===== src/rtl/regwb_pkg.sv =====
// Shared types and helpers for the register-file write-back controller.
package regwb_pkg;

  localparam int unsigned WB_BITS = 32;
  localparam int unsigned RD_W    = 5;

  localparam logic [2:0] F3_LB  = 3'b000;
  localparam logic [2:0] F3_LH  = 3'b001;
  localparam logic [2:0] F3_LW  = 3'b010;
  localparam logic [2:0] F3_LBU = 3'b100;
  localparam logic [2:0] F3_LHU = 3'b101;

  typedef struct packed {
    logic               valid;
    logic [RD_W-1:0]    rd;
    logic [WB_BITS-1:0] data;
  } wb_entry_t;

  // Select the addressed byte/half of an aligned word and extend it to full width.
  function automatic logic [WB_BITS-1:0] load_extend(input logic [2:0]         funct3,
                                                     input logic [1:0]         offset,
                                                     input logic [WB_BITS-1:0] word);
    logic [7:0]  w_byte;
    logic [15:0] w_half;
    w_byte = word[{offset, 3'b000} +: 8];
    w_half = offset[1] ? word[31:16] : word[15:0];
    case (funct3)
      F3_LB:   load_extend = {{(WB_BITS-8){w_byte[7]}}, w_byte};
      F3_LBU:  load_extend = {{(WB_BITS-8){1'b0}}, w_byte};
      F3_LH:   load_extend = {{(WB_BITS-16){w_half[15]}}, w_half};
      F3_LHU:  load_extend = {{(WB_BITS-16){1'b0}}, w_half};
      F3_LW:   load_extend = word;
      default: load_extend = word;
    endcase
  endfunction

endpackage


===== src/rtl/regwb_queue.sv =====
// In-order ALU result queue with per-entry valid bits, rd-match invalidate,
// pending-destination mask and occupancy count.
module regwb_queue
  import regwb_pkg::*;
#(
  parameter int unsigned DEPTH = 4
) (
  input  logic                    clk,
  input  logic                    rstn,
  input  logic                    i_push,
  input  wb_entry_t               i_push_entry,
  input  logic                    i_pop,
  input  logic                    i_inv,
  input  logic [RD_W-1:0]         i_inv_rd,
  output wb_entry_t               o_head_c,
  output logic                    o_full_c,
  output logic                    o_empty_c,
  output logic [31:0]             o_busy_mask_c,
  output logic [$clog2(DEPTH):0]  o_fifo_count_c
);

  localparam int unsigned PTR_W = $clog2(DEPTH);
  localparam int unsigned CNT_W = PTR_W + 1;

  logic [DEPTH-1:0]   r_valid;
  logic [RD_W-1:0]    r_rd   [DEPTH];
  logic [WB_BITS-1:0] r_data [DEPTH];
  logic [PTR_W-1:0]   r_wptr;
  logic [PTR_W-1:0]   r_rptr;
  logic [CNT_W-1:0]   r_count;

  logic w_push;
  logic w_pop;

  assign o_full_c       = (r_count == CNT_W'(DEPTH));
  assign o_empty_c      = (r_count == '0);
  assign o_fifo_count_c = r_count;
  assign w_push         = i_push && !o_full_c;
  assign w_pop          = i_pop && !o_empty_c;

  always_ff @(posedge clk) begin
    if (!rstn) begin
      r_valid <= '0;
      r_wptr  <= '0;
      r_rptr  <= '0;
      r_count <= '0;
    end else begin
      // Supersede older writes to the load's destination; a same-cycle push is younger.
      for (int i = 0; i < DEPTH; i++) begin
        if (i_inv && r_valid[PTR_W'(i)] && (r_rd[PTR_W'(i)] == i_inv_rd))
          r_valid[PTR_W'(i)] <= 1'b0;
      end
      if (w_pop) begin
        r_valid[r_rptr] <= 1'b0;
        r_rptr          <= r_rptr + 1'b1;
      end
      if (w_push) begin
        r_valid[r_wptr] <= i_push_entry.valid;
        r_rd[r_wptr]    <= i_push_entry.rd;
        r_data[r_wptr]  <= i_push_entry.data;
        r_wptr          <= r_wptr + 1'b1;
      end
      r_count <= r_count + CNT_W'(w_push) - CNT_W'(w_pop);
    end
  end

  always_comb begin
    o_head_c       = '0;
    o_head_c.valid = r_valid[r_rptr] && !o_empty_c;
    o_head_c.rd    = r_rd[r_rptr];
    o_head_c.data  = r_data[r_rptr];
  end

  always_comb begin
    o_busy_mask_c = '0;
    for (int i = 0; i < DEPTH; i++) begin
      if (r_valid[PTR_W'(i)]) o_busy_mask_c[r_rd[PTR_W'(i)]] = 1'b1;
    end
  end

endmodule


===== src/rtl/regfile_writeback_ctrl.sv =====
// Register-file write-port controller: loads win, ALU results drain in order.
// Optional REGWB_BYPASS_EN sends an ALU result straight out when idle.
module regfile_writeback_ctrl
  import regwb_pkg::*;
#(
  parameter int unsigned BITS  = 32,
  parameter int unsigned DEPTH = 4
) (
  input  logic                    clk,
  input  logic                    rstn,
  input  logic                    alu_valid,
  output logic                    alu_ready,
  input  logic [4:0]              alu_rd,
  input  logic [BITS-1:0]         alu_data,
  input  logic                    ld_valid,
  input  logic [4:0]              ld_rd,
  input  logic [2:0]              ld_funct3,
  input  logic [1:0]              ld_offset,
  input  logic [BITS-1:0]         ld_data,
  output logic                    write,
  output logic [4:0]              writeaddr,
  output logic [BITS-1:0]         writedata,
  output logic [31:0]             busy_mask,
  output logic [$clog2(DEPTH):0]  fifo_count
);

  wb_entry_t          w_head;
  wb_entry_t          w_push_entry;
  logic               w_full;
  logic               w_empty;
  logic               w_alu_acc;
  logic               w_pop;
  logic               w_push;
  logic               w_bypass;
  logic               w_ld_inv;
  logic [WB_BITS-1:0] w_ld_ext;

  assign alu_ready = !w_full;
  // rd 0 results are accepted but never occupy a slot.
  assign w_alu_acc = alu_valid && alu_ready && (alu_rd != '0);
  assign w_pop     = !ld_valid && !w_empty;
  assign w_ld_inv  = ld_valid && (ld_rd != '0);
  assign w_ld_ext  = load_extend(ld_funct3, ld_offset, WB_BITS'(ld_data));

`ifdef REGWB_BYPASS_EN
  assign w_bypass = w_alu_acc && w_empty && !ld_valid;
`else
  assign w_bypass = 1'b0;
`endif

  assign w_push = w_alu_acc && !w_bypass;

  always_comb begin
    w_push_entry       = '0;
    w_push_entry.valid = 1'b1;
    w_push_entry.rd    = alu_rd;
    w_push_entry.data  = WB_BITS'(alu_data);
  end

  regwb_queue #(
    .DEPTH(DEPTH)
  ) u_queue (
    .clk            (clk),
    .rstn           (rstn),
    .i_push         (w_push),
    .i_push_entry   (w_push_entry),
    .i_pop          (w_pop),
    .i_inv          (w_ld_inv),
    .i_inv_rd       (ld_rd),
    .o_head_c       (w_head),
    .o_full_c       (w_full),
    .o_empty_c      (w_empty),
    .o_busy_mask_c  (busy_mask),
    .o_fifo_count_c (fifo_count)
  );

  // One write per cycle: load first, then bypass (only when idle), then queue head.
  always_ff @(posedge clk) begin
    if (!rstn) begin
      write     <= 1'b0;
      writeaddr <= '0;
      writedata <= '0;
    end else begin
      write <= 1'b0;
      if (ld_valid) begin
        write     <= (ld_rd != '0);
        writeaddr <= ld_rd;
        writedata <= BITS'(w_ld_ext);
      end else if (w_bypass) begin
        write     <= 1'b1;
        writeaddr <= alu_rd;
        writedata <= alu_data;
      end else if (w_pop) begin
        write     <= w_head.valid;
        writeaddr <= w_head.rd;
        writedata <= BITS'(w_head.data);
      end
    end
  end

endmodule


===== config.mk =====
export PLATFORM = sky130hd
export DESIGN_NAME = regfile_writeback_ctrl
export DESIGN_NICKNAME = d
export VERILOG_FILES = /design/src/rtl/regwb_pkg.sv /design/src/rtl/regwb_queue.sv /design/src/rtl/regfile_writeback_ctrl.sv
export SDC_FILE = /design/constraint.sdc
export NUM_CORES = 1
export LEC_CHECK = 0
export ABC_AREA = 1
export CAP_MARGIN = 20
export CELL_PAD_IN_SITES_DETAIL_PLACEMENT = 1
export CELL_PAD_IN_SITES_GLOBAL_PLACEMENT = 2
export CORE_MARGIN = 2
export CORE_UTILIZATION = 30
export CTS_CLUSTER_DIAMETER = 60
export DETAILED_ROUTE_END_ITERATION = 8
export PLACE_DENSITY = 0.73
export SYNTH_ARGS = -nofsm -noshare
export SYNTH_HDL_FRONTEND = slang
export SYNTH_HIERARCHICAL = 1
export SYNTH_SLANG_ARGS = --single-unit
export TNS_END_PERCENT = 100

===== constraint.sdc =====
create_clock -name clk -period 3.1 [get_ports clk]
set_clock_uncertainty 0.1 [all_clocks]
set_input_delay 0.62 -clock clk [delete_from_list [all_inputs] [get_ports clk]]
set_output_delay 0.62 -clock clk [all_outputs]
set_load 0.1 [all_outputs]

==> out/summary.txt <==
Critical Path AT = 2.08 ns
Top FF cell, synth = edfxtp_1
Slew Limit Fails = 0
setup_tns = 0 ns
design area = 11800 um^2
layout cells sized above 1 = 16.0%
number of synthesized flops with an enable pin = 148
register bit total from synthesis = 199
Via Count = 7783
DIE WIDTH = 180 um
clk sinks = 199
status = complete, no violations
largest net degree at the start of global routing = 70
CP bufs+invs = 1
delay of the slowest critical-path stage = 0.58 ns
Placed Area = 11200 um^2
RSZ-0062 raised after global routing = false
1st-iter DRT viols = 415
Cell variety after synth = 34
Post-Syn Area = 9250 um^2
final number of hold-violating endpoints = 0
hold slack = 0.378 ns
Final setup viols = 0
Critical Path RT = 2.38 ns
routed wire length = 31.1 mm
Setup Fix Bufs, Post-CTS = 0
Post-Synthesis Cells = 975
Post-DRT Antenna Nets = 0
Slowest cell on crit path = nor3_2
Worst-Skew Late Latency = 0.43 ns
CTS tree = yes
Non-Filler Instances = 1548
Cell Pwr Density = 735 nW/um^2
die area = 32200 um^2
delay-heaviest family, CP = simple AND/OR/NAND/NOR gates
post-layout util = 38.6%
critical-path cell list = nor3_2, nand2_1, o21ai_0, buf_4
post-route minimum period = 2.80 ns
Bufs on Longest Clock Path = 2
DP HPWL = 21.8 mm
Synth area leader = edfxtp_1
hold_buf cts = 0
Avg Vias per Cell = 5.03
Max-slew headroom = 37.6%
Worst Hold Class = flop to flop
first-pass GRT wire length = 47.8 mm
asr flop ratio synth = 0%
Total Routing Usage GR = 19.2%
type of origin of the critical path = flop
Ports = 157
IO Port Bufs = 156
P&R area growth vs syn = 27.4%
sequential area share after synthesis = 59.1%
Core Area = 30500 um^2
Fmax = 0.358 GHz
Initial Utilization = 30.3%
Max IR drop VDD = 0.392 mV
synth warn = 6
CTS Root Cell = clkbuf_16
most instantiated cells after synthesis = 177 x nand2_1, 148 x edfxtp_1, 107 x nor2_1
post-DR wirelength/cell = 20.1 um
clock slew seen by the registers of the worst setup and hold paths = 0.08 ns
worst-margin pin slew = 0.934 ns
Inserted Clock Buffers = 17
number of global-route vias before repair = 8033
Crit Path Class = flop to primary output
gp weighted congestion = 0.822
fin nets = 1231
initial antenna violation count = 2
Pleak = 4.57 nW
CTS H-tree depth = 4
Critical Path Sink Type = primary output
share of the synthesized area in the top cell type = 48.1%
DRC = 0
crit-path max FO = 8
Die Y = 180 um
row cnt = 64
Max Cap Viol = 0
First-pass DRT Iterations = 4
Final period util = 90.2%
most used standard cell by instance count after synthesis = nand2_1
GRT overflow = 0
Synth area leaders = edfxtp_1 48%, dfxtp_1 11%, nand2_1 7.2%
dpl cells = 1514
Syn Area/Cell = 9.48 um^2
post-cts sizing count = 0
-- sequential cells by signal, indices dropped and copies added, names as in the netlist, 2 cells and up, named ones only --
signal	cells
u_queue/r_rptr	2
u_queue/r_wptr	2
writedata	32
u_queue/r_data	128
writeaddr	5
u_queue/r_valid	4
u_queue/o_fifo_count_c	3
u_queue/r_rd	20
-- area by class of cell --
cell class	instances	area, um^2
tap	396	495
multi-input combinational	645	3250
antenna	2	5.00
sequential	199	5470
inverter	87	330
fill	3500	18700
clock buffer	18	429
timing repair buffer	187	1630
clock inverter	14	159
-- power breakdown --
group	switching, mW	total, mW	internal [mW]
clock	1.10	2.19	1.09
combinational	2.29	3.15	0.857
sequential	0.173	3.32	3.15
-- layer usage --
layer  up-vias  global-route usage, %  share of wire (%)
met4         0                   5.69                2.1
li1       3711                      -                  -
met3        37                   2.92                3.7
met1      3845                   24.7                 45
met2       190                   33.3                 49
met5         -                      0                  0
-- cell usage in the layout (no fill, tap or decap), types with 4 or more instances in the layout --
| master | netlist | layout |
|---|---|---|
| o211ai_1 | 5 | 5 |
| o22ai_1 | 32 | 32 |
| a22o_1 | 23 | 23 |
| conb_1 | 1 | 4 |
| ha_1 | 10 | 10 |
| inv_1 | 68 | 67 |
| nor3_2 | 7 | 7 |
| o21ai_0 | 64 | 62 |
| clkbuf_16 | 0 | 17 |
| a21oi_1 | 68 | 68 |
| clkinv_8 | 0 | 4 |
| nand2_1 | 177 | 177 |
| nand3_1 | 56 | 56 |
| buf_4 | 2 | 103 |
| inv_6 | 0 | 5 |
| inv_2 | 17 | 17 |
| nor2_1 | 107 | 103 |
| nor2_4 | 0 | 4 |
| dfxtp_1 | 51 | 47 |
| edfxtp_1 | 148 | 148 |
| o21ai_1 | 64 | 66 |
| nor3_4 | 4 | 4 |
| clkdlybuf4s50_1 | 0 | 82 |
-- cells by family (layout without fill, tap and decap cells) --
group | count (synthesis) | count (layout) | share of synthesized area (%)
AO/OA/AOI/OAI | 262 | 262 | 15.9
XOR/XNOR | 1 | 1 | 0.0947
adder cells (fa/ha/maj) | 11 | 11 | 1.57
buffers and inverters | 134 | 306 | 6.16
flip-flops | 199 | 199 | 59.1
other | 1 | 6 | 0.0406
AND/OR/NAND/NOR | 367 | 367 | 17.1
-- worst register-to-register path: cells and delay by family, from the launching register on --
kind                   cells  cell delay [ns]
and+or+nand+nor            5             1.09
buffers and inverters      5             0.69
DFF                        1             0.39
-- final timing paths --
path | start | endpoint | slack [ns] | depth (start not counted)
setup / recovery | u_queue/r_rd[0][1]$_DFFE_PP_ | busy_mask[4] | 0.30 | 4
hold / removal | u_queue/r_valid[2]$_SDFF_PN0_ | u_queue/r_valid[2]$_SDFF_PN0_ | 0.38 | 2
setup reg to reg | u_queue/o_fifo_count_c[1]$_SDFF_PN0_ | u_queue/r_data[1][16]$_DFFE_PP_ | 0.52 | 10
hold reg to reg | u_queue/r_valid[2]$_SDFF_PN0_ | u_queue/r_valid[2]$_SDFF_PN0_ | 0.38 | 2
-- metrics by stage --
step	setup slack, ns	total power, mW
after detailed placement	-0.0998	6.56
after floorplan	-0.451	5.56
after CTS	0.271	8.77
after global routing	0.120	9.11
after global placement	-0.0299	6.53
final	0.304	8.66
(Power assumes the default switching activity.)
